### src/rtl/rcu_sched_arbiter.sv
// Scheduler for the RCU reader/updater model: picks one process per enabled edge
// from a Galois LFSR, with a per-process age bound that forces starved processes.
module rcu_sched_arbiter #(
   parameter int          NRDR         = 4,
   parameter int          SELMSB       = 2,
   parameter int          STARVE_LIMIT = 12,
   parameter int          AGE_W        = 4,
   parameter logic [15:0] SEED_DEF     = 16'hACE1
) (
   input  logic              clock,
   input  logic              reset_n,
   input  logic              en,
   input  logic [NRDR:0]     mask,
   input  logic              seed_load,
   input  logic [15:0]       seed,
   output logic [SELMSB:0]   select,
   output logic              sel_valid,
   output logic              forced,
   output logic [15:0]       grant_cnt
);

   localparam int               NPROC     = NRDR + 1;
   localparam int               SW        = SELMSB + 1;
   localparam logic [SW:0]      NPROC_W   = (SW+1)'(NPROC);
   localparam logic [AGE_W-1:0] AGE_LIMIT = AGE_W'(STARVE_LIMIT);

   logic [15:0]       lfsr_reg;
   logic [15:0]       lfsr_next;
   logic [SW-1:0]     select_reg;
   logic              sel_valid_reg;
   logic              forced_reg;
   logic [15:0]       grant_cnt_reg;
   logic [AGE_W-1:0]  age_reg [NPROC];

   logic [SW-1:0]     raw;
   logic [SW-1:0]     cand;
   logic [NPROC-1:0]  expired;
   logic              exp_hit;
   logic [SW-1:0]     exp_idx;
   logic              scan_hit;
   logic [SW-1:0]     scan_idx;
   logic [SW:0]       scan_pos;
   logic              grant_hit;
   logic [SW-1:0]     winner;
   logic              advance;

   assign advance   = en && !seed_load;
   assign lfsr_next = (lfsr_reg >> 1) ^ (lfsr_reg[0] ? 16'hB400 : 16'h0000);

   // Fold the raw LFSR slice into 0..NPROC-1; one subtraction suffices since 2^SW <= 2*NPROC.
   assign raw  = lfsr_reg[SELMSB:0];
   assign cand = ({1'b0, raw} >= NPROC_W) ? SW'({1'b0, raw} - NPROC_W) : raw;

   genvar gi;
   generate
      for (gi = 0; gi < NPROC; gi++) begin : g_expired
         assign expired[gi] = !mask[gi] && (age_reg[gi] == AGE_LIMIT);
      end
   endgenerate

   // Descending loops so the lowest index / nearest offset is assigned last and wins.
   always_comb begin
      exp_hit  = 1'b0;
      exp_idx  = '0;
      scan_hit = 1'b0;
      scan_idx = '0;
      scan_pos = '0;
      for (int k = NPROC - 1; k >= 0; k--) begin
         if (expired[k]) begin
            exp_hit = 1'b1;
            exp_idx = SW'(k);
         end
      end
      for (int k = NPROC - 1; k >= 0; k--) begin
         scan_pos = {1'b0, cand} + (SW+1)'(k);
         if (scan_pos >= NPROC_W) begin
            scan_pos = scan_pos - NPROC_W;
         end
         if (!mask[scan_pos]) begin
            scan_hit = 1'b1;
            scan_idx = SW'(scan_pos);
         end
      end
      grant_hit = exp_hit || scan_hit;
      winner    = exp_hit ? exp_idx : scan_idx;
   end

   always_ff @(posedge clock or negedge reset_n) begin
      if (!reset_n) begin
         lfsr_reg      <= SEED_DEF;
         select_reg    <= '0;
         sel_valid_reg <= 1'b0;
         forced_reg    <= 1'b0;
         grant_cnt_reg <= '0;
      end else if (seed_load) begin
         lfsr_reg      <= (seed == 16'h0000) ? SEED_DEF : seed;
         sel_valid_reg <= 1'b0;
         forced_reg    <= 1'b0;
      end else if (!en) begin
         sel_valid_reg <= 1'b0;
         forced_reg    <= 1'b0;
      end else begin
         lfsr_reg <= lfsr_next;
         if (grant_hit) begin
            select_reg    <= winner;
            sel_valid_reg <= 1'b1;
            forced_reg    <= exp_hit;
            if (grant_cnt_reg != 16'hFFFF) begin
               grant_cnt_reg <= grant_cnt_reg + 16'd1;
            end
         end else begin
            sel_valid_reg <= 1'b0;
            forced_reg    <= 1'b0;
         end
      end
   end

   // Ages saturate at the limit so an expired process stays expired until granted.
   always_ff @(posedge clock or negedge reset_n) begin
      if (!reset_n) begin
         for (int p = 0; p < NPROC; p++) begin
            age_reg[p] <= '0;
         end
      end else if (advance && grant_hit) begin
         for (int p = 0; p < NPROC; p++) begin
            if (winner == SW'(p)) begin
               age_reg[p] <= '0;
            end else if (!mask[p] && (age_reg[p] != AGE_LIMIT)) begin
               age_reg[p] <= age_reg[p] + 1'b1;
            end
         end
      end
   end

   assign select    = select_reg;
   assign sel_valid = sel_valid_reg;
   assign forced    = forced_reg;
   assign grant_cnt = grant_cnt_reg;

endmodule

### config.mk
export PLATFORM = sky130hd
export DESIGN_NAME = rcu_sched_arbiter
export DESIGN_NICKNAME = d
export VERILOG_FILES = /design/src/rtl/rcu_sched_arbiter.sv
export SDC_FILE = /design/constraint.sdc
export NUM_CORES = 1
export LEC_CHECK = 0
export ABC_AREA = 1
export CAP_MARGIN = 20
export CORE_MARGIN = 5
export CORE_UTILIZATION = 40
export DETAILED_ROUTE_END_ITERATION = 6
export PLACE_DENSITY_LB_ADDON = 0.08
export SYNTH_ARGS = -nofsm -noshare
export SYNTH_HDL_FRONTEND = slang
export SYNTH_SLANG_ARGS = --single-unit
### constraint.sdc
create_clock -name clock -period 3.85 [get_ports clock]
set_input_delay 0.5775 -clock clock [delete_from_list [all_inputs] [get_ports clock]]
set_output_delay 0.5775 -clock clock [all_outputs]
set_load 0.02 [all_outputs]
==> results of run 1 <==
==> layout by cell type (no fill, tap or decap), types with 10 or more instances in the layout <==
cell and count:
inv_1 73, o21ai_0 18, dfrtp_1 48, nand4_1 10, ha_1 19, nor2_1 48
inv_2 10, clkdlybuf4s50_1 44, nand2_2 15, buf_4 19, xor2_1 21, nand3_1 66
nand2_1 142, clkbuf_8 10
==> path summary, 6_finish.rpt <==
check                           slack (ns)                     start                  endpoint
worst max register to register        0.26   lfsr_reg[0]$_DFFE_PN1P_    age_reg[5]$_DFFE_PN0P_
worst max-delay path                  0.26   lfsr_reg[0]$_DFFE_PN1P_    age_reg[5]$_DFFE_PN0P_
worst min register to register        0.47  lfsr_reg[10]$_DFFE_PN1P_  lfsr_reg[10]$_DFFE_PN1P_
max in group asynchronous             2.65                   reset_n  grant_cnt[7]$_DFFE_PN0P_
worst min-delay path                  0.37                   reset_n   age_reg[19]$_DFFE_PN0P_
min in group clock                    0.47  lfsr_reg[10]$_DFFE_PN1P_  lfsr_reg[10]$_DFFE_PN1P_
==> synthesized netlist by cell type, types with 3 or more instances <==
| master | n | share of area (%) |
|---|---|---|
| a21oi_1 | 10 | 1.2 |
| clkbuf_1 | 3 | 0.28 |
| dfrtp_1 | 49 | 30 |
| dfstp_2 | 8 | 5.1 |
| ha_1 | 22 | 6.7 |
| inv_1 | 76 | 7.0 |
| inv_2 | 8 | 0.74 |
| nand2_1 | 150 | 14 |
| nand2_2 | 8 | 1.2 |
| nand3_1 | 69 | 8.5 |
| nand4_1 | 10 | 1.5 |
| nor2_1 | 52 | 4.8 |
| nor3_1 | 5 | 0.61 |
| o211ai_1 | 6 | 1.1 |
| o21ai_0 | 19 | 2.3 |
| o21ai_1 | 10 | 1.2 |
| o21ai_2 | 3 | 0.64 |
| o221ai_1 | 5 | 1.1 |
| xnor2_1 | 8 | 1.7 |
| xor2_1 | 21 | 4.5 |
==> timing repair <==
action	4_1_cts	5_1_grt
hold buffers	0	0
pin swaps	0	9
gates resized for setup	1	36
buffers inserted	0	6
setup endpoints to repair	10	40
==> metal layers <==
metal,up-vias,global-route usage [%]
li1,1975,-
met1,1810,22.04
met2,98,27.75
met3,12,3.985
met4,0,4.704
met5,-,0
==> cell families (layout without fill, tap and decap cells) <==
group	Yosys count	in the layout	synth area share, %
adder cells (fa/ha/maj)	23	23	7.233
flip-flops	57	57	35.18
AND/OR/NAND/NOR	305	305	32.64
XOR/XNOR	30	30	6.620
buffers and inverters	92	167	8.795
AO/OA/AOI/OAI	62	62	9.532
==> stage by stage <==
| step | setup WS (ns) | hold WS (ns) | instance area (µm²) |
|---|---|---|---|
| after floorplan | 0.3201 | 0.2819 | 4083 |
| after global placement | 0.1810 | 0.4579 | 4767 |
| after detailed placement | -0.02005 | 0.4577 | 4767 |
| after CTS | 0.006370 | 0.4017 | 4970 |
| after global routing | -0.02591 | 0.4496 | 5136 |
| final | 0.2591 | 0.3732 | 5136 |
==> layout make-up <==
type                       count  area (µm²)  share of cell area [%]
clock buffer                  11       141.4                   2.753
clock inverter                 5       56.30                   1.096
inverter                      85       321.6                   6.261
multi-input combinational    420        2409                   46.89
sequential                    57        1438                   27.99
tap                          133       166.4                   3.240
timing repair buffer          66       604.3                   11.77
==> worst max-delay path: cells and delay by family, from the launching register on <==
family          cells  cell delay, ns
flops               1            0.56
compound gates      5            0.60
fa+ha+maj           3            0.80
simple gates       14            1.24
buf+inv             4            0.27
==> power by group through the flow <==
| stage | logic [mW] | registers, mW | clock network, mW |
|---|---|---|---|
| floorplan | 0.881 | 0.937 | 0 |
| global placement | 1.30 | 0.906 | 0 |
| detailed placement | 1.31 | 0.909 | 0 |
| CTS | 1.32 | 0.900 | 0.587 |
| global route | 1.62 | 0.921 | 0.616 |
| finish | 1.43 | 0.900 | 0.568 |
==> flow_metrics.py, run 1 <==
metrics = {
    "routing": {
        "drtIter0Drc": 166,
        "dr.pass1.iters": 5,
        "dr_wl_met2_um": 4937,
        "vias_per_cell": 5.013,
        "dr_wl_met3_um": 458,
        "met1_length_um": 4694,
        "wl_per_cell_um": 13.19,
        "ant_nets": 0,
        "top_layer": "met4",
        "drc": 0,
        "dr_total_vias": 3895,
        "wl_um": 10250,
    },
    "clocking": {
        "cts_inserted_buffers": 9,
        "clockBufferDepth": 2,
        "cts_root_buf": "clkbuf_8",
        "clk-insertion-delay-late_ns": 0.33,
        "cts.sinks": 57,
        "cts_tree": "yes",
        "clkSlewWorstSetupHoldPaths_ns": 0.07,
        "htreeDepth": 3,
    },
    "critical_path": {
        "crit_type": "reg2reg",
        "endpoint_kind": "flip-flop",
        "worst_path_max_delay_cell": "dfstp_2",
        "critical_path.max_stage_delay_ns": 0.56,
        "cp_data_arrival_time_ns": 3.81,
        "cp_common_cell": "nand2_2",
        "cp-start-kind": "flip-flop",
        "worstPathMaxFanout": 6,
        "crit_required_ns": 4.07,
        "r2r_cells": 26,
    },
    "logic_synthesis": {
        "ys_seq_area_share_pct": 35.18,
        "ys_ff_latch": 57,
        "ys.flop_type": "dfrtp_1",
        "syn_area_per_cell_um2": 7.175,
        "yosysUniqueCellTypes": 41,
        "synth_fp_nets": 617,
        "async_flop_share_pct": 100.0,
        "syn_area_um2": 4083,
        "synth-edff-count": 0,
        "synthCells": 569,
        "ys_warn_count": 0,
    },
    "power": {
        "p_switching_mw": 1.260,
        "pwr-share-clk_pct": 19.6,
        "combPwrFrac_pct": 49.3,
        "power_leakage_nw": 2.504,
        "ir_drop_uv": 382.7,
        "powerDensity_nw_per_um2": 563.6,
        "seqPwrFrac_pct": 31.1,
        "p_total_mw": 2.895,
        "swShare_pct": 43.53,
        "intPower_mw": 1.635,
    },
    "global_routing": {
        "grt_pass1_wl_um": 17380,
        "grt_max_degree": 39,
        "grt_usage_pct": 16.80,
        "first_global_vias": 3803,
        "overflow": 0,
        "antenna_found_initial": 0,
    },
    "final_layout": {
        "fillers": 970,
        "antenna_cells": 0,
        "largest_reg_flops": 20,
        "area_growth_pct": 25.80,
        "layout.nets": 687,
        "fin_util_pct": 52.07,
        "layout.cells.non_filler": 777,
        "drive_gt1_share_pct": 15.68,
    },
    "place": {
        "dp_hpwl_um": 7774,
        "dpl.cell_count": 755,
        "port_buffers": 45,
        "place_congestion": 0.9000,
    },
    "sta": {
        "finalMaxSlewViolations": 0,
        "clock_skew_ns": 0.01367,
        "post-route-period-util_pct": 93.27,
        "slew_headroom_pct": 40.48,
        "finalSetupTns_ns": 0,
        "final-hold-violation-count": 0,
        "report.final.setup_viol": 0,
        "min_period_ns": 3.591,
        "tightest_slew_ns": 0.8928,
        "timing.fmax_ghz": 0.2785,
    },
    "die": {
        "die_y_um": 111.0,
        "num_rows": 36,
        "die_x_um": 111.0,
        "io_pins": 46,
        "start_util_pct": 41.39,
        "core_area_um2": 9864,
        "fp.dieArea_um2": 12330,
    },
    "outcome": {
        "outcome": "finished, final reports clean",
    },
    "worst_hold_path": {
        "worstHoldPathType": "in2async",
    },
    "job": {
        "maxCapViolCount": 0,
    },
}
(Power assumes the default switching activity.)
==> run 2, diff against run 1 <==
- HOLD_SLACK_MARGIN: not set -> 0.05
==> results of run 2 <==
The final DEF is identical to that of run 1; final timing and power are the same.
==> run 3, diff against run 2 <==
--- a/config.mk
+++ b/config.mk
@@ -12,2 +12,3 @@
 export DETAILED_ROUTE_END_ITERATION = 6
+export GPL_ROUTABILITY_DRIVEN = 1
 export HOLD_SLACK_MARGIN = 0.05
--- a/constraint.sdc
+++ b/constraint.sdc
@@ -3,2 +3,2 @@
 set_output_delay 0.5775 -clock clock [all_outputs]
-set_load 0.02 [all_outputs]
+set_load 0.05 [all_outputs]
==> results of run 3 <==
Same layout as run 1 (identical final DEF). Status: finished, final reports clean.
Main changes from that run: total power 2.895 mW -> 3.004 mW; worst IR drop on VDD 382.7 µV -> 538.0 µV
